$ cat config.mk
export PLATFORM = sky130hd
export DESIGN_NAME = trap_sequencer
export DESIGN_NICKNAME = d
export VERILOG_FILES = /design/src/rtl/trap_sequencer.sv
export SDC_FILE = /design/constraint.sdc
export NUM_CORES = 1
export LEC_CHECK = 0
export BUFFER_PORTS_ARGS = -buffer_cell sky130_fd_sc_hd__buf_4
export CORE_MARGIN = 5
export CORE_UTILIZATION = 44
export CTS_BUF_LIST = sky130_fd_sc_hd__clkbuf_8
export CTS_CLUSTER_DIAMETER = 150
export CTS_CLUSTER_SIZE = 25
export DETAILED_ROUTE_END_ITERATION = 7
export PLACE_DENSITY_LB_ADDON = 0.3
export SETUP_SLACK_MARGIN = 0.2
export SLEW_MARGIN = 20
export SYNTH_ARGS = -nofsm -noshare
export SYNTH_HDL_FRONTEND = slang
export SYNTH_SLANG_ARGS = --single-unit
$ cat constraint.sdc
create_clock -name clock -period 2 [get_ports clock]
set_input_delay 0.4 -clock clock [delete_from_list [all_inputs] [get_ports clock]]
set_output_delay 0.4 -clock clock [all_outputs]
set_load 0.005 [all_outputs]
$ cat src/rtl/trap_sequencer.sv
// Machine-mode trap CSR file and trap-entry / mret sequencer driving fetch redirect and pipeline stall.
// Optional trap counter CSR at 0x7C0 is enabled with `define TRAP_SEQUENCER_COUNTER_EN.
module trap_sequencer #(
  parameter int unsigned     XLEN         = 32,
  parameter logic [XLEN-1:0] MTVEC_RESET  = '0,
  parameter int unsigned     DRAIN_CYCLES = 3
) (
  input  logic            clock,
  input  logic            reset,
  input  logic            trapValid,
  input  logic [3:0]      trapCause,
  input  logic [XLEN-1:0] trapValue,
  input  logic [XLEN-1:0] trapPc,
  input  logic            mretValid,
  input  logic            csrWriteValid,
  output logic            csrWriteReady,
  input  logic [11:0]     csrWriteAddr,
  input  logic [XLEN-1:0] csrWriteData,
  input  logic [11:0]     csrReadAddr,
  output logic [XLEN-1:0] csrReadData,
  output logic            stallControl,
  output logic            redirectValid,
  output logic [XLEN-1:0] redirectPc,
  output logic            interruptEnable
);

  typedef enum logic [2:0] {
    IDLE,
    TRAP_SAVE,
    MRET_RESTORE,
    REDIRECT,
    DRAIN
  } state_t;

  localparam logic [11:0] ADDR_MSTATUS  = 12'h300;
  localparam logic [11:0] ADDR_MTVEC    = 12'h305;
  localparam logic [11:0] ADDR_MSCRATCH = 12'h340;
  localparam logic [11:0] ADDR_MEPC     = 12'h341;
  localparam logic [11:0] ADDR_MCAUSE   = 12'h342;
  localparam logic [11:0] ADDR_MTVAL    = 12'h343;
`ifdef TRAP_SEQUENCER_COUNTER_EN
  localparam logic [11:0] ADDR_TRAPCNT  = 12'h7C0;
`endif

  localparam logic [XLEN-1:0] ALIGN_MASK = {{(XLEN-2){1'b1}}, 2'b00};
  localparam logic [3:0]      DRAIN_INIT = 4'(DRAIN_CYCLES);

  state_t          state, state_next;
  logic [3:0]      drain_cnt;
  logic            mie, mpie;
  logic [XLEN-1:0] mtvec, mscratch, mepc, mtval;
  logic [3:0]      mcause;
  logic [XLEN-1:0] trap_pc, trap_value;
  logic [3:0]      trap_cause;
`ifdef TRAP_SEQUENCER_COUNTER_EN
  logic [31:0]     trap_count;
`endif

  // NOTE: every output and next-state value gets a default first, so no path leaves one unassigned (no latch).
  always_comb begin
    state_next    = state;
    stallControl  = 1'b1;
    redirectValid = 1'b0;
    csrWriteReady = 1'b0;
    case (state)
      IDLE: begin
        stallControl  = trapValid || mretValid;
        csrWriteReady = reset && !trapValid && !mretValid && csrWriteValid;
        if (trapValid)      state_next = TRAP_SAVE;
        else if (mretValid) state_next = MRET_RESTORE;
      end
      TRAP_SAVE, MRET_RESTORE: state_next = REDIRECT;
      REDIRECT: begin
        // A reset arriving during the pulse cancels it, so fetch never sees a half-aborted redirect.
        redirectValid = reset;
        state_next    = DRAIN;
      end
      DRAIN: if (drain_cnt <= 4'd1) state_next = IDLE;
      default: state_next = IDLE;
    endcase
  end

  // NOTE: sequential state uses non-blocking assignments so all registers update from pre-edge values.
  always_ff @(posedge clock) begin
    if (!reset) begin
      state      <= IDLE;
      drain_cnt  <= '0;
      mie        <= 1'b0;
      mpie       <= 1'b0;
      mtvec      <= MTVEC_RESET;
      mscratch   <= '0;
      mepc       <= '0;
      mcause     <= '0;
      mtval      <= '0;
      trap_pc    <= '0;
      trap_value <= '0;
      trap_cause <= '0;
      redirectPc <= '0;
`ifdef TRAP_SEQUENCER_COUNTER_EN
      trap_count <= '0;
`endif
    end else begin
      state <= state_next;
      case (state)
        IDLE: if (trapValid) begin
          trap_pc    <= trapPc;
          trap_cause <= trapCause;
          trap_value <= trapValue;
        end
        TRAP_SAVE: begin
          mepc       <= trap_pc & ALIGN_MASK;
          mcause     <= trap_cause;
          mtval      <= trap_value;
          mpie       <= mie;
          mie        <= 1'b0;
          redirectPc <= mtvec & ALIGN_MASK;
`ifdef TRAP_SEQUENCER_COUNTER_EN
          trap_count <= trap_count + 32'd1;
`endif
        end
        MRET_RESTORE: begin
          mie        <= mpie;
          mpie       <= 1'b1;
          redirectPc <= mepc;
        end
        REDIRECT: drain_cnt <= DRAIN_INIT;
        DRAIN:    drain_cnt <= drain_cnt - 4'd1;
        default:  ;
      endcase

      // Software writes only land in IDLE, so they never collide with the sequencer's own updates.
      if (csrWriteReady) begin
        case (csrWriteAddr)
          ADDR_MSTATUS: begin
            mie  <= csrWriteData[3];
            mpie <= csrWriteData[7];
          end
          ADDR_MTVEC:    mtvec    <= csrWriteData;
          ADDR_MSCRATCH: mscratch <= csrWriteData;
          ADDR_MEPC:     mepc     <= csrWriteData & ALIGN_MASK;
          ADDR_MCAUSE:   mcause   <= csrWriteData[3:0];
          ADDR_MTVAL:    mtval    <= csrWriteData;
          default:       ;
        endcase
      end
    end
  end

  always_comb begin
    csrReadData = '0;
    case (csrReadAddr)
      ADDR_MSTATUS: begin
        csrReadData[3]     = mie;
        csrReadData[7]     = mpie;
        csrReadData[12:11] = 2'b11;
      end
      ADDR_MTVEC:    csrReadData = mtvec & ALIGN_MASK;
      ADDR_MSCRATCH: csrReadData = mscratch;
      ADDR_MEPC:     csrReadData = mepc;
      ADDR_MCAUSE:   csrReadData = {{(XLEN-4){1'b0}}, mcause};
      ADDR_MTVAL:    csrReadData = mtval;
`ifdef TRAP_SEQUENCER_COUNTER_EN
      ADDR_TRAPCNT:  csrReadData = XLEN'(trap_count);
`endif
      default:       csrReadData = '0;
    endcase
  end

  assign interruptEnable = mie;

endmodule

After elaboration in Yosys (flattened, before gate mapping)
Index checks and enable logic that the tools add are counted.
Storage, ports and cells
  register bits: 241
  bits of input ports: 129
  output and inout bits: 68
  word-level logic and storage cells: 78
Cells by class
  add/sub/neg operators: 1
  $lt $le $gt $ge: 1
  eq/ne operators: 18
  multiplexer cells: 31
  reductions and logical operators: 14
Operators by type and width (number)
  $mux 32: 6
  $eq 12x10->1 const B: 12
  $pmux 19 s4: 1
  $pmux 32 s2: 1
  $pmux 3 s4: 3
  $pmux 3 s5: 1
  $mux 4: 3
  $pmux 2 s5: 1
  $mux 3: 3
  $pmux 4 s2: 1
  $reduce_and 2->1: 4
  $mux 1: 7
  $eq 3x2->1 const B: 2
  $pmux 1 s6: 1
  $pmux 1 s5: 1
  $le 4x1->1 const B: 1
  $pmux 1 s2: 2
  $reduce_bool 2->1: 2
  $sub 4x1->4 const B: 1
  $eq 3x1->1 const B: 1
  $eq 3x3->1 const B: 1
  $logic_and 1x1->1: 3
  $logic_not 3->1: 1
  $ne 3x3->1 const B: 1
  other kinds (4): 5

Longest topological paths before layout
  depth after elaboration: 6
  mapped depth: 7

Worst setup path before layout
Ideal clock, no wire load.
  path kind: input port to output port
  start point: input csrReadAddr[5]
  end point: output csrReadData[3]
  data arrival time: 1.632 ns
  required time: 1.600 ns
  slack: -0.032 ns
  cell stages on the path: 4
  buffers on the path: 1
  cells stage by stage: or4_1 -> nor4_1 -> buf_2 -> a22o_1
On the way
  cells in the longest elaborated chain, start to end: 2
  elaborated cells between the ends (all ways): 7
  classes of those cells: eq/ne (6); mux (1)
Ends and longest elaborated chain
  start, declared: RTL line 19  | input logic [11:0] csrReadAddr,
  $eq 12x10->1: RTL line 151  | case (csrReadAddr)
  $pmux 1 s6 *: RTL line 151
  end, declared: RTL line 20  | output logic [XLEN-1:0] csrReadData,
Mark *: on every way between the ends. The rest lies on a longest branch, timed or not.

Final worst setup path
  start point: input csrReadAddr[5]
  end point: output csrReadData[2]
On the way
  cells in the longest elaborated chain, start to end: 2
  elaborated cells between the ends (all ways): 6
  classes of those cells: eq/ne (5); mux (1)
Ends and longest elaborated chain (RTL line)
  $eq 12x10->1: 151
  $pmux 3 s5 *: 151
Marked as above.

==> impl_metrics.tcl <==
set metrics [dict create \
    synth_ff_type "dfxtp_1" \
    die_area_um2 28100 \
    cp-start-kind "input port" \
    placementRows 57 \
    num_vias 9328 \
    synth_area_um2 10900 \
    syn_area_per_cell_um2 9.06 \
    layoutNonFillerInstCount 1720 \
    holdPathEnd "trap_value[31]" \
    antenna_left 0 \
    postCtsHoldBufs 0 \
    synth_top_family_by_area "multiplexers" \
    synth_xor_area_frac 0 \
    status "complete, but fails checks" \
    cts_tree "yes" \
    yosysTopAreaCellShare 0.435 \
    reg2reg_to "mscratch[17]" \
    seq_area_um2 4760 \
    hold_path_class "in -> reg" \
    grt_start_max_net_pins 72 \
    worst_pin_slew_ns 0.456 \
    crit_type "in -> out" \
    dr.pass1.iters 5 \
    setup_violations 32 \
    synth_compound_area_frac 0.108 \
    dr_wl_met3_um 1540 \
    cts.path.max_buffers 3 \
    drv_slew 0 \
    die_width_um 167 \
    synth_edf_count 0 \
    dr.max_layer_used "met4" \
    placed_cells 1677 \
    diodes 0 \
    violations "negative setup slack" \
    yosys_warnings 0 \
    cts_buffers 13 \
    rsz0062_at_grt "true" \
    place_congestion 0.792 \
    port_buffers 194 \
    ff2ff_setup_slack_ns 0.20 \
    critPathMaxFanout 5 \
    max_slew_margin 0.695 \
    worstPathArrival_ns 1.99 \
    dpl_cell_area_um2 13100 \
    hold_violations 0 \
    grt_pass1_wl_um 50500 \
    synth_nets 1335 \
    grt.total_usage 0.219 \
    syn_inst 1204 \
    fin_hold_ws_ns 0.109 \
    drive_gt1_frac 0.314 \
    wl_met1_um 15400 \
    max_freq_ghz 0.419 \
    drt-initial-drc-count 706 \
    coreArea_um2 24400 \
    synthSimpleGateAreaFrac 0.188 \
    fill_cells 2174 \
    synth_area_leaders "dfxtp_1 43%, mux2i_1 15%, nand2_1 12%" \
    drv_cap 0 \
    postLayoutCoreUtil 0.582 \
    cts_num_sinks 237 \
    drc_errors 0 \
    ios 197 \
    period_needed_ns 2.39 \
    reg2reg_depth 7 \
    multi_input_area_um2 6180 \
    critPathCaptureType "output pin" \
    initial_core_util 0.447 \
    muxShareOfSynthArea 0.219 \
    yosys.area_share.adder 0.00229 \
    synth.distinct_cells 46 \
    antenna_found_initial 0 \
    grt_pass1_vias 9218 \
    yosys.area.top_type "dfxtp_1" \
    layout.nets 1528 \
    final_cell_area_um2 14200 \
    grt-ovfl-total 0 \
    power_density_nw_per_um2 638 \
    vias_per_cell 5.42 \
    cts.reportedPaths.clkPinSlew_ns 0.15 \
    wl_per_cell_um 19.7 \
    cts_root_buffer "clkbuf_8" \
    cp.required_ns 1.60 \
    met2_wirelength_um 16400 \
    finalClockSkew_ns 0.0304 \
    hold_depth 3 \
    final.period_utilization 1.19 \
    async_reset_ff_frac 0 \
    clk_latency_ns 0.53 \
    r2r-start "state[2]" \
    wl_um 33900 \
    synth_seq_cells 237 \
    area_growth_pct 30.1 \
    hp-start "trapValue[31]" \
    p_leak_uw 0.00569 \
    die-height_um 167 \
    ys_seq_area_frac 0.435 \
    setup_ws_ns -0.389 \
    dp_hpwl_um 21200 \
    vdd_drop_max_uv 398 \
    place_ws_ns -0.385 \
    htree_levels 1 \
]
-- cells by family after synthesis --
kind of cell | Yosys count
compound gates | 152
fa+ha+maj | 2
buf+inv | 101
flops | 237
mux | 230
simple gates | 482
-- per-stage QoR --
stage / power, uW / setup TNS [ns]
final: 9060 / -10.56
after global routing: 9480 / -11.91
after CTS: 9060 / -9.27
after detailed placement: 6960 / -10.31
after global placement: 6940 / -9.37
after floorplan: 6200 / 0
-- layout by cell type, fill, tap and decap left out, types with 3 or more instances in the layout --
master / netlist / final
a21boi_0: 68 / 67
a21oi_1: 8 / 8
a22oi_1: 3 / 3
buf_12: 0 / 27
buf_4: 6 / 212
buf_6: 15 / 19
clkbuf_16: 0 / 8
clkbuf_8: 0 / 13
dfxtp_1: 237 / 234
dfxtp_4: 0 / 3
inv_1: 9 / 8
mux2_1: 4 / 4
mux2_2: 64 / 64
mux2i_1: 162 / 159
nand2_1: 356 / 327
nand2_2: 0 / 9
nand2_4: 0 / 20
nand3_1: 5 / 4
nand3b_1: 4 / 4
nand4_1: 4 / 4
nor2_1: 70 / 70
nor2b_1: 9 / 9
nor3_1: 5 / 4
nor3_4: 3 / 7
o21ai_0: 5 / 5
o221ai_1: 60 / 30
o221ai_2: 0 / 28
-- cells in the mapped netlist (2+ instances only) --
| master | instances |
|---|---|
| nand2_1 | 356 |
| dfxtp_1 | 237 |
| mux2i_1 | 162 |
| nor2_1 | 70 |
| a21boi_0 | 68 |
| mux2_2 | 64 |
| o221ai_1 | 60 |
| clkbuf_1 | 53 |
| buf_6 | 15 |
| buf_2 | 11 |
| inv_1 | 9 |
| nor2b_1 | 9 |
| a21oi_1 | 8 |
| buf_1 | 7 |
| buf_4 | 6 |
| nand3_1 | 5 |
| nor3_1 | 5 |
| o21ai_0 | 5 |
| mux2_1 | 4 |
| nand3b_1 | 4 |
| nand4_1 | 4 |
| nor3_2 | 4 |
| a22oi_1 | 3 |
| and2_1 | 3 |
| nor3_4 | 3 |
| a31oi_1 | 2 |
| and3_1 | 2 |
| and4b_1 | 2 |
| ha_1 | 2 |
| nand2b_1 | 2 |
| nor4_1 | 2 |
| o22ai_1 | 2 |
| or3b_1 | 2 |
-- area by class of cell --
cell class	instances	share of cell area
Clock buffer	13	0.0126
Clock inverter	1	0.00115
Inverter	9	0.00238
Multi-Input combinational cell	866	0.435
Sequential cell	237	0.335
Tap cell	324	0.0285
Timing Repair Buffer	270	0.185
-- repair_timing --
action / CTS / global route
endpoints found under the setup margin: 174 / 169
resized for setup: 41 / 67
setup buffers: 10 / 9
pin swaps: 5 / 20
cloned: 2 / 8
-- routing by layer --
| metal | track usage | up-vias |
|---|---|---|
| met1 | 0.303 | 4536 |
| met3 | 0.0297 | 38 |
| met4 | 0.0469 | 0 |
| li1 | - | 4515 |
| met5 | 0 | - |
| met2 | 0.368 | 239 |
-- power breakdown --
| group | switching (uW) | internal [uW] | total [uW] |
|---|---|---|---|
| Clock | 1470 | 617 | 2090 |
| Sequential | 169 | 4980 | 5150 |
| Combinational | 972 | 847 | 1820 |
| Total | 2610 | 6450 | 9060 |
-- registers in the layout, summed over array words and instances (netlist names), 3 cells and up --
register    cells
mtval          32
mtvec          30
trap_cause      4
mcause          4
state           3
mscratch       32
trap_value     32
drain_cnt       4
trap_pc        30
mepc           32
redirectPc     32
-- how the worst max path moves through the flow --
stage / start / endpoint / slack, ns / depth (start not counted)
6_report: csrReadAddr[5] / csrReadData[2] / -0.39 / 8
5_1_grt: csrReadAddr[5] / csrReadData[2] / -0.42 / 8
4_1_cts: csrReadAddr[5] / csrReadData[20] / -0.35 / 8
3_5_place_dp: csrReadAddr[5] / csrReadData[20] / -0.39 / 8
3_3_place_gp: csrReadAddr[5] / csrReadData[22] / -0.35 / 8
2_1_floorplan: csrReadAddr[5] / csrReadData[3] / 0.07 / 4
-- worst max-delay path, cell delays in order --
cell	delay, ns
buf_6	0.09
or4_4	0.55
nor4_4	0.31
buf_4	0.19
clkbuf_16	0.16
nand2_2	0.06
o221ai_2	0.08
buf_4	0.15
(Power assumes the default switching activity.)
